===== config.mk =====
export PLATFORM = sky130hd
export DESIGN_NAME = alu_arbiter
export DESIGN_NICKNAME = d
export VERILOG_FILES = /design/src/rtl/alu_arbiter.sv
export SDC_FILE = /design/constraint.sdc
export NUM_CORES = 1
export LEC_CHECK = 0
export ABC_AREA = 0
export CORE_AREA = 3 3 65 67
export DETAILED_ROUTE_END_ITERATION = 12
export DIE_AREA = 0 0 68 70
export GPL_TIMING_DRIVEN = 0
export PLACE_DENSITY_LB_ADDON = 0.2
export SETUP_SLACK_MARGIN = 0.2
export SKIP_LAST_GASP = 1
export SYNTH_ARGS = -nofsm -noshare
export SYNTH_HDL_FRONTEND = slang
export SYNTH_SLANG_ARGS = --single-unit

===== constraint.sdc =====
create_clock -name clk -period 1 [get_ports clk]
set_input_delay 0.2 -clock clk [delete_from_list [all_inputs] [get_ports clk]]
set_output_delay 0.2 -clock clk [all_outputs]
set_load 0.005 [all_outputs]

===== src/rtl/alu_arbiter.sv =====
// -----------------------------------------------------------------------------
// alu_arbiter
//
// Shares one combinational ALU between two requesters (port 0 and port 1).
// A request is accepted in IDLE, its operands are presented to the ALU for
// exactly one cycle (EXEC), and the ALU result/flags are registered and held
// for the requester that issued it until that requester consumes them (RESP).
// Only one operation is in flight at a time.
//
// Configuration macro:
//   ARB_FIXED_PRIO_EN  defined   -> fixed priority, port 0 wins when both valid
//                      undefined -> round-robin between the two ports (default)
//
// Ports:
//   clk, reset              clock and synchronous active-high reset
//   reqN_valid/ready        request handshake for port N (ready only in IDLE,
//                           only for the granted port)
//   reqN_a, reqN_b, reqN_op operands and opcode for port N
//                           (000 add, 001 sub, 010 and, 011 or, 100 xor,
//                            101 abs, 11x illegal)
//   rspN_valid/ready        response handshake for port N
//   rsp_result/flags/err    registered result, {N,Z,C,V} flags, illegal-op flag
//   alu_a, alu_b, alu_ctrl  drive to the shared ALU (zero outside EXEC)
//   alu_result, alu_flags   combinational ALU outputs, sampled at end of EXEC
//   busy                    high in EXEC and RESP
// -----------------------------------------------------------------------------
module alu_arbiter #(
    parameter int WIDTH = 5
) (
    input  logic             clk,
    input  logic             reset,

    input  logic             req0_valid,
    output logic             req0_ready,
    input  logic [WIDTH-1:0] req0_a,
    input  logic [WIDTH-1:0] req0_b,
    input  logic [2:0]       req0_op,

    input  logic             req1_valid,
    output logic             req1_ready,
    input  logic [WIDTH-1:0] req1_a,
    input  logic [WIDTH-1:0] req1_b,
    input  logic [2:0]       req1_op,

    output logic             rsp0_valid,
    input  logic             rsp0_ready,
    output logic             rsp1_valid,
    input  logic             rsp1_ready,
    output logic [WIDTH-1:0] rsp_result,
    output logic [3:0]       rsp_flags,
    output logic             rsp_err,

    output logic [WIDTH-1:0] alu_a,
    output logic [WIDTH-1:0] alu_b,
    output logic [2:0]       alu_ctrl,
    input  logic [WIDTH-1:0] alu_result,
    input  logic [3:0]       alu_flags,

    output logic             busy
);

    typedef enum logic [1:0] {
        ST_IDLE = 2'd0,
        ST_EXEC = 2'd1,
        ST_RESP = 2'd2
    } state_t;

    state_t           state_q, state_d;
    logic             grant_q, grant_d;     // port that owns the op in flight
    logic [WIDTH-1:0] a_q, a_d;
    logic [WIDTH-1:0] b_q, b_d;
    logic [2:0]       op_q, op_d;
    logic [WIDTH-1:0] result_q, result_d;
    logic [3:0]       flags_q, flags_d;
    logic             err_q, err_d;

`ifndef ARB_FIXED_PRIO_EN
    // Port granted by the most recent accept. Resets to 1 so that port 0
    // wins the first tie after reset.
    logic             last_grant_q, last_grant_d;
`endif

    logic             any_valid;
    logic             sel;                  // port selected by the arbiter

    // Opcodes 110 and 111 are not ALU operations.
    function automatic logic is_illegal(input logic [2:0] op);
        return op[2] & op[1];
    endfunction

    // -------------------------------------------------------------------------
    // Arbitration
    // -------------------------------------------------------------------------
    assign any_valid = req0_valid | req1_valid;

    always_comb begin
        sel = 1'b0;
        if (req0_valid && req1_valid) begin
`ifdef ARB_FIXED_PRIO_EN
            sel = 1'b0;
`else
            sel = ~last_grant_q;
`endif
        end else if (req1_valid) begin
            sel = 1'b1;
        end
    end

    // -------------------------------------------------------------------------
    // FSM next state, datapath capture and outputs
    // -------------------------------------------------------------------------
    always_comb begin
        state_d      = state_q;
        grant_d      = grant_q;
        a_d          = a_q;
        b_d          = b_q;
        op_d         = op_q;
        result_d     = result_q;
        flags_d      = flags_q;
        err_d        = err_q;
`ifndef ARB_FIXED_PRIO_EN
        last_grant_d = last_grant_q;
`endif
        req0_ready   = 1'b0;
        req1_ready   = 1'b0;
        rsp0_valid   = 1'b0;
        rsp1_valid   = 1'b0;
        alu_a        = '0;
        alu_b        = '0;
        alu_ctrl     = 3'b000;

        case (state_q)
            ST_IDLE: begin
                // Ready is only raised toward a port that is actually
                // requesting, so an asserted ready always means an accept.
                if (any_valid) begin
                    req0_ready = ~sel;
                    req1_ready = sel;
                    grant_d    = sel;
                    a_d        = sel ? req1_a  : req0_a;
                    b_d        = sel ? req1_b  : req0_b;
                    op_d       = sel ? req1_op : req0_op;
`ifndef ARB_FIXED_PRIO_EN
                    last_grant_d = sel;
`endif
                    state_d    = ST_EXEC;
                end
            end

            ST_EXEC: begin
                if (is_illegal(op_q)) begin
                    // Illegal ops never reach the ALU; report a clean zero
                    // result with the error bit set instead.
                    result_d = '0;
                    flags_d  = 4'b0000;
                    err_d    = 1'b1;
                end else begin
                    alu_a    = a_q;
                    alu_b    = b_q;
                    alu_ctrl = op_q;
                    result_d = alu_result;
                    flags_d  = alu_flags;
                    err_d    = 1'b0;
                end
                state_d = ST_RESP;
            end

            ST_RESP: begin
                // Only the owning port's ready is looked at; the other
                // port's ready has no effect.
                rsp0_valid = ~grant_q;
                rsp1_valid = grant_q;
                if ((!grant_q && rsp0_ready) || (grant_q && rsp1_ready)) begin
                    state_d = ST_IDLE;
                end
            end

            default: begin
                state_d = ST_IDLE;
            end
        endcase
    end

    // -------------------------------------------------------------------------
    // State registers
    // -------------------------------------------------------------------------
    always_ff @(posedge clk) begin
        if (reset) begin
            state_q  <= ST_IDLE;
            grant_q  <= 1'b0;
            a_q      <= '0;
            b_q      <= '0;
            op_q     <= 3'b000;
            result_q <= '0;
            flags_q  <= 4'b0000;
            err_q    <= 1'b0;
        end else begin
            state_q  <= state_d;
            grant_q  <= grant_d;
            a_q      <= a_d;
            b_q      <= b_d;
            op_q     <= op_d;
            result_q <= result_d;
            flags_q  <= flags_d;
            err_q    <= err_d;
        end
    end

`ifndef ARB_FIXED_PRIO_EN
    always_ff @(posedge clk) begin
        if (reset) begin
            last_grant_q <= 1'b1;
        end else begin
            last_grant_q <= last_grant_d;
        end
    end
`endif

    assign rsp_result = result_q;
    assign rsp_flags  = flags_q;
    assign rsp_err    = err_q;
    assign busy       = (state_q != ST_IDLE);

endmodule

==> flow_metrics.tcl, run 1 <==
set metrics [dict create \
    run_status "finished, violations left" \
    violations "setup timing" \
    synthCells 156 \
    worst-path-max-fanout 3 \
    clock-root-buffer "clkbuf_8" \
    layout_commonest_cell "clkdlybuf4s50_1" \
    tightest_slew_ps 422 \
    ys_ff_latch 27 \
    synth_top_family_by_area "simple AND/OR/NAND/NOR gates" \
    drtPass1Iterations 4 \
    cp_common_cell "buf_6" \
    layout_common_cells "clkdlybuf4s50_1, buf_6, buf_2" \
    finalClockSkew_ps 6.72 \
    critPathRequiredTime_ps 800 \
    criticalPathCategory "reg2out" \
    finalCritPeriodShare_pct 158 \
    ctsHoldBuffers 0 \
    drive_gt1_share_pct 58.5 \
    max_freq_ghz 0.632 \
    finalHoldWorstSlack_ps 225 \
    drtIter0Drc 84 \
    synth-compound-area-share_pct 18.8 \
    p_leak_nw 1.10 \
    syn_to_final_growth_pct 108 \
    setup_tns_ps -19210 \
    cts_made_buffers 3 \
    num_vias 1604 \
    syn_avg_cell_area_um2 8.34 \
    start_util_pct 35.3 \
    grt_setup_unrepaired "true" \
    drc 0 \
    synth_area_mm2 0.00130 \
    grt_pass1_vias 1532 \
    overflow 0 \
    finalCriticalPeriod_ps 1580 \
    core_mm2 0.00369 \
    finalWorstSetupSlack_ps -583 \
    cts_buffer_depth 2 \
    synthFlopType "dfxtp_1" \
    ant_nets 0 \
    place_congestion 0.804 \
    portBuffers 67 \
    synth_edf_count 0 \
    drv_cap 0 \
    hold_class "in2reg" \
    ys_types 30 \
    cp_data_arrival_time_ps 1380 \
    die_w_um 68 \
    hold_viol 0 \
    muxShareOfSynthArea_pct 3.08 \
    wl_per_cell_um 15.7 \
    synth_fa_ha_area_share_pct 0 \
    slowest_stage "dfxtp_4" \
    ys.warnings.count 0 \
    clkTransAtPathRegs_ps 110 \
    ios 69 \
    cts_max_level 1 \
    max-vdd-ir-drop_mv 0.604 \
    synth_seq_area_share_pct 41.5 \
    fin_nets 302 \
    chipHeight_um 70 \
    rows 22 \
    tritoncts "yes" \
    synthSimpleGateAreaFrac_pct 28.7 \
    drv_slew 0 \
    synthArstFlopShare_pct 0 \
    power.total_mw 3.22 \
    globalRouteTotalUtil_pct 19.7 \
    die-area_mm2 0.00476 \
    crit_path_cell_trace "buf_6 -> nor2_4 -> buf_6 -> buf_6 -> nand2_4 -> nor2_2 -> buf_2" \
    insertion_delay_ps 280 \
    max_stage_delay_ps 370 \
    insertedDiodeCount 0 \
    critPathLaunchType "flip-flop" \
    pre_cts_ws_ps -918 \
    endpoint_kind "output pin" \
    finalWirelength_mm 4.83 \
    hpwlAfterDp_mm 2.93 \
    syn_nets 197 \
    finalSetupViolCount 45 \
    yosys.area_share.xor_xnor_pct 0 \
    antenna_found_initial 0 \
    p_per_area_mw_per_mm2 1190 \
    cts_sinks 27 \
    grt_first_pass_wirelength_mm 7.37 \
    viasPerCell 5.21 \
    max_slew_margin_pct 71.9 \
    grt_max_degree 17 \
]
==> Yosys cell counts (2+ instances only) <==
cell type  instances  share of area [%]
a211oi_1           4                2.3
a21oi_1           14                5.4
a31oi_1           10                4.8
and3_1            11                5.3
buf_1              2               0.58
buf_2              2               0.77
buf_4              3                1.7
buf_6              3                2.6
clkbuf_1           4                1.2
dfxtp_1           27                 42
mux2i_1            4                3.1
nand2_1           12                3.5
nand3_1           19                7.3
nand4_1           10                4.8
nor2_1             5                1.4
nor3b_1            3                1.7
o21ai_0            3                1.2
o21ai_1            8                3.1
==> critical path, delay by kind of cell, from the launching register on <==
kind	cells	cell delay, ps
buffers and inverters	4	470
flip-flops	1	370
AND/OR/NAND/NOR	3	270
==> worst paths after layout <==
path | start | to | slack (ps) | cells past startpoint
worst min-delay path | reset | rsp_err | 230 | 2
worst max-delay path | state_q[0] | req0_ready | -580 | 7
worst min register to register | rsp_result[2] | rsp_result[2] | 470 | 2
worst max register to register | state_q[0] | op_q[2] | -540 | 10
==> flip-flops by register name (all words and copies together) (netlist names) <==
register      count
a_q               5
b_q               5
rsp_err           1
op_q              3
grant_q           1
state_q           2
last_grant_q      1
rsp_result        5
rsp_flags         4
==> area by class of cell <==
type | count | area (µm²)
fillers | 277 | 977
repair buffers | 100 | 971
multi-input cells | 112 | 912
flip-flops and latches | 27 | 564
plain buffers | 15 | 143
well taps | 48 | 60.1
clock buffers | 3 | 41.3
inverters | 2 | 12.5
clock inverters | 1 | 7.51
==> report_power, final <==
part / leakage [nW] / total [mW] / switching [mW] / internal (mW)
clock: 0.0217 / 0.657 / 0.374 / 0.283
combinational: 0.848 / 1.30 / 0.526 / 0.772
sequential: 0.228 / 1.27 / 0.0856 / 1.18
==> logic make-up (layout without fill, tap and decap cells) <==
group,Yosys count,after routing
compound gates,41,41
buf+inv,17,121
flops,27,27
mux,4,4
simple gates,67,67
==> metrics by stage <==
stage	area [µm²]	util (%)	std cells
5_1_grt	2710	73.5	308
3_3_place_gp	2090	56.7	271
4_1_cts	2470	67.0	301
3_5_place_dp	2090	56.7	271
6_report	2710	73.5	308
2_1_floorplan	1360	-	156
==> timing repair <==
| item | 4_1_cts | 5_1_grt |
|---|---|---|
| cloned | 2 | 1 |
| pin swaps | 13 | 23 |
| gates resized for setup | 182 | 39 |
| endpoints found under the setup margin | 55 | 55 |
| setup buffers | 24 | 6 |
==> metal layers <==
layer	global-route usage (%)	vias to the layer above	wire, µm
li1	-	782	-
met1	28.3	764	2030
met2	30.4	56	2470
met3	3.22	2	309
met4	4.42	0	18
met5	0	-	0
Note: power is estimated with default switching activity, not from simulation.
==> inputs of run 2 (changes only) <==
CORE_AREA = 3 3 48 93   (was 3 3 65 67)
DIE_AREA = 0 0 51 96   (was 0 0 68 70)
==> flow_metrics.tcl, run 2 (synthesis results as in run 1) <==
set metrics [dict create \
    cp_num_buf_inv 4 \
    p_per_area_mw_per_mm2 1190 \
    drive_gt1_share_pct 59.3 \
    finalClockSkew_ps 16.4 \
    grt_max_degree 16 \
    ios 69 \
    fin_nets 312 \
    die_w_um 51 \
    place_congestion 0.830 \
    endpoint_kind "output pin" \
    hpwlAfterDp_mm 3.12 \
    criticalPathCategory "reg2out" \
    tightest_slew_ps 462 \
    chipHeight_um 96 \
    core_mm2 0.00388 \
    drv_slew 0 \
    critPathTopFamily "buffers and inverters" \
    hold_class "in2reg" \
    final_cells 321 \
    critPathLaunchType "flip-flop" \
    cts_made_buffers 3 \
    drtIter0Drc 48 \
    grt_first_pass_wirelength_mm 8.13 \
    max_stage_delay_ps 390 \
    viasPerCell 5.26 \
    overflow 0 \
    hold_viol 0 \
    portBuffers 67 \
    drtPass1Iterations 5 \
    layout_common_cells "buf_6, clkdlybuf4s50_1, buf_2" \
    max_slew_margin_pct 69.2 \
    cts_max_level 1 \
    violations "setup timing" \
    fillers 286 \
    reg2reg_depth 9 \
    grt_pass1_vias 1700 \
    cts_sinks 27 \
    cts_buffer_depth 2 \
    run_status "finished, violations left" \
    finalHoldWorstSlack_ps 242 \
    cp_common_cell "buf_6" \
    post_dp_cell_area_mm2 0.00210 \
    ctsHoldBuffers 0 \
    layout_commonest_cell "buf_6" \
    rows 32 \
    drc 0 \
    globalRouteTotalUtil_pct 22.6 \
    crit_path_cell_trace "nor2b_4 -> buf_6 -> buf_6 -> buf_6 -> and3_4 -> buf_6" \
    tritoncts "yes" \
    drv_cap 0 \
    hold_depth 2 \
    die-area_mm2 0.00490 \
    finalCriticalPeriod_ps 1650 \
    clkTransAtPathRegs_ps 100 \
    cp_data_arrival_time_ps 1450 \
    finalCritPeriodShare_pct 165 \
    worst-path-max-fanout 6 \
    max-vdd-ir-drop_mv 0.695 \
    final_cell_area_mm2 0.00283 \
    cp_num_cells 6 \
    insertedDiodeCount 0 \
    p_leak_nw 1.17 \
    finalWirelength_mm 5.72 \
    num_vias 1689 \
    power.total_mw 3.37 \
    max_freq_ghz 0.605 \
    slowest_stage "dfxtp_4" \
    grt_setup_unrepaired "true" \
    start_util_pct 33.5 \
    clock-root-buffer "clkbuf_8" \
    wl_per_cell_um 17.8 \
    dp_cells 274 \
    finalSetupViolCount 43 \
    critPathRequiredTime_ps 800 \
    ant_nets 0 \
    insertion_delay_ps 290 \
    syn_to_final_growth_pct 118 \
    finalWorstSetupSlack_ps -653 \
    antenna_found_initial 0 \
]
==> run 2: cell types whose count changed in the layout (fill, tap and decap cells not counted), sizes merged <==
cell / previous run / this run
clkdlybuf4s15: 1 / 0
clkinv: 0 / 1
clkinvlp: 1 / 0
dlygate4sd2: 2 / 3
buf: 69 / 79
==> run 2: worst paths after layout <==
kind                              startpoint       endpoint  slack (ps)
worst max-delay path              state_q[1]       alu_b[0]        -650
worst min-delay path                   reset        rsp_err         240
worst max register to register    state_q[1]  rsp_result[0]        -530
worst min register to register  rsp_flags[1]   rsp_flags[1]         470
==> run 2: final cells by class <==
class / count / area (µm²) / share of cell area (%)
plain buffers: 15 / 143 / 5.04
clock buffers: 3 / 41.3 / 1.46
clock inverters: 1 / 5.00 / 0.177
inverters: 2 / 10.0 / 0.354
multi-input cells: 112 / 912 / 32.2
flip-flops and latches: 27 / 564 / 19.9
well taps: 51 / 63.8 / 2.25
repair buffers: 110 / 1090 / 38.6
==> run 2: per-layer routing <==
layer	up-vias	global-route usage, %	share of wire (%)
li1	799	-	-
met5	-	0	0
met4	0	13.9	4.3
met1	785	21.0	31
met2	88	44.4	59
met3	17	2.79	5.6
==> run 2: report_power, final <==
group          internal [mW]  switching (mW)  total (mW)
clock network          0.281           0.370       0.651
logic                  0.861           0.598        1.46
registers               1.18          0.0807        1.26
==> run 2: stage by stage <==
step | util [%] | worst slack [ps] | TNS, ps
floorplan | - | -43.0 | -803
global placement | 54.0 | -979 | -19220
detailed placement | 54.0 | -991 | -19410
CTS | 66.8 | -590 | -16800
global route | 72.9 | -733 | -23500
finish | 72.9 | -653 | -20590
==> run 2: timing repair <==
item / 4_1_cts / 5_1_grt
gates cloned: 4 / 0
endpoints found under the setup margin: 55 / 55
pin swaps: 34 / 23
setup buffers: 30 / 9
gates resized for setup: 189 / 40
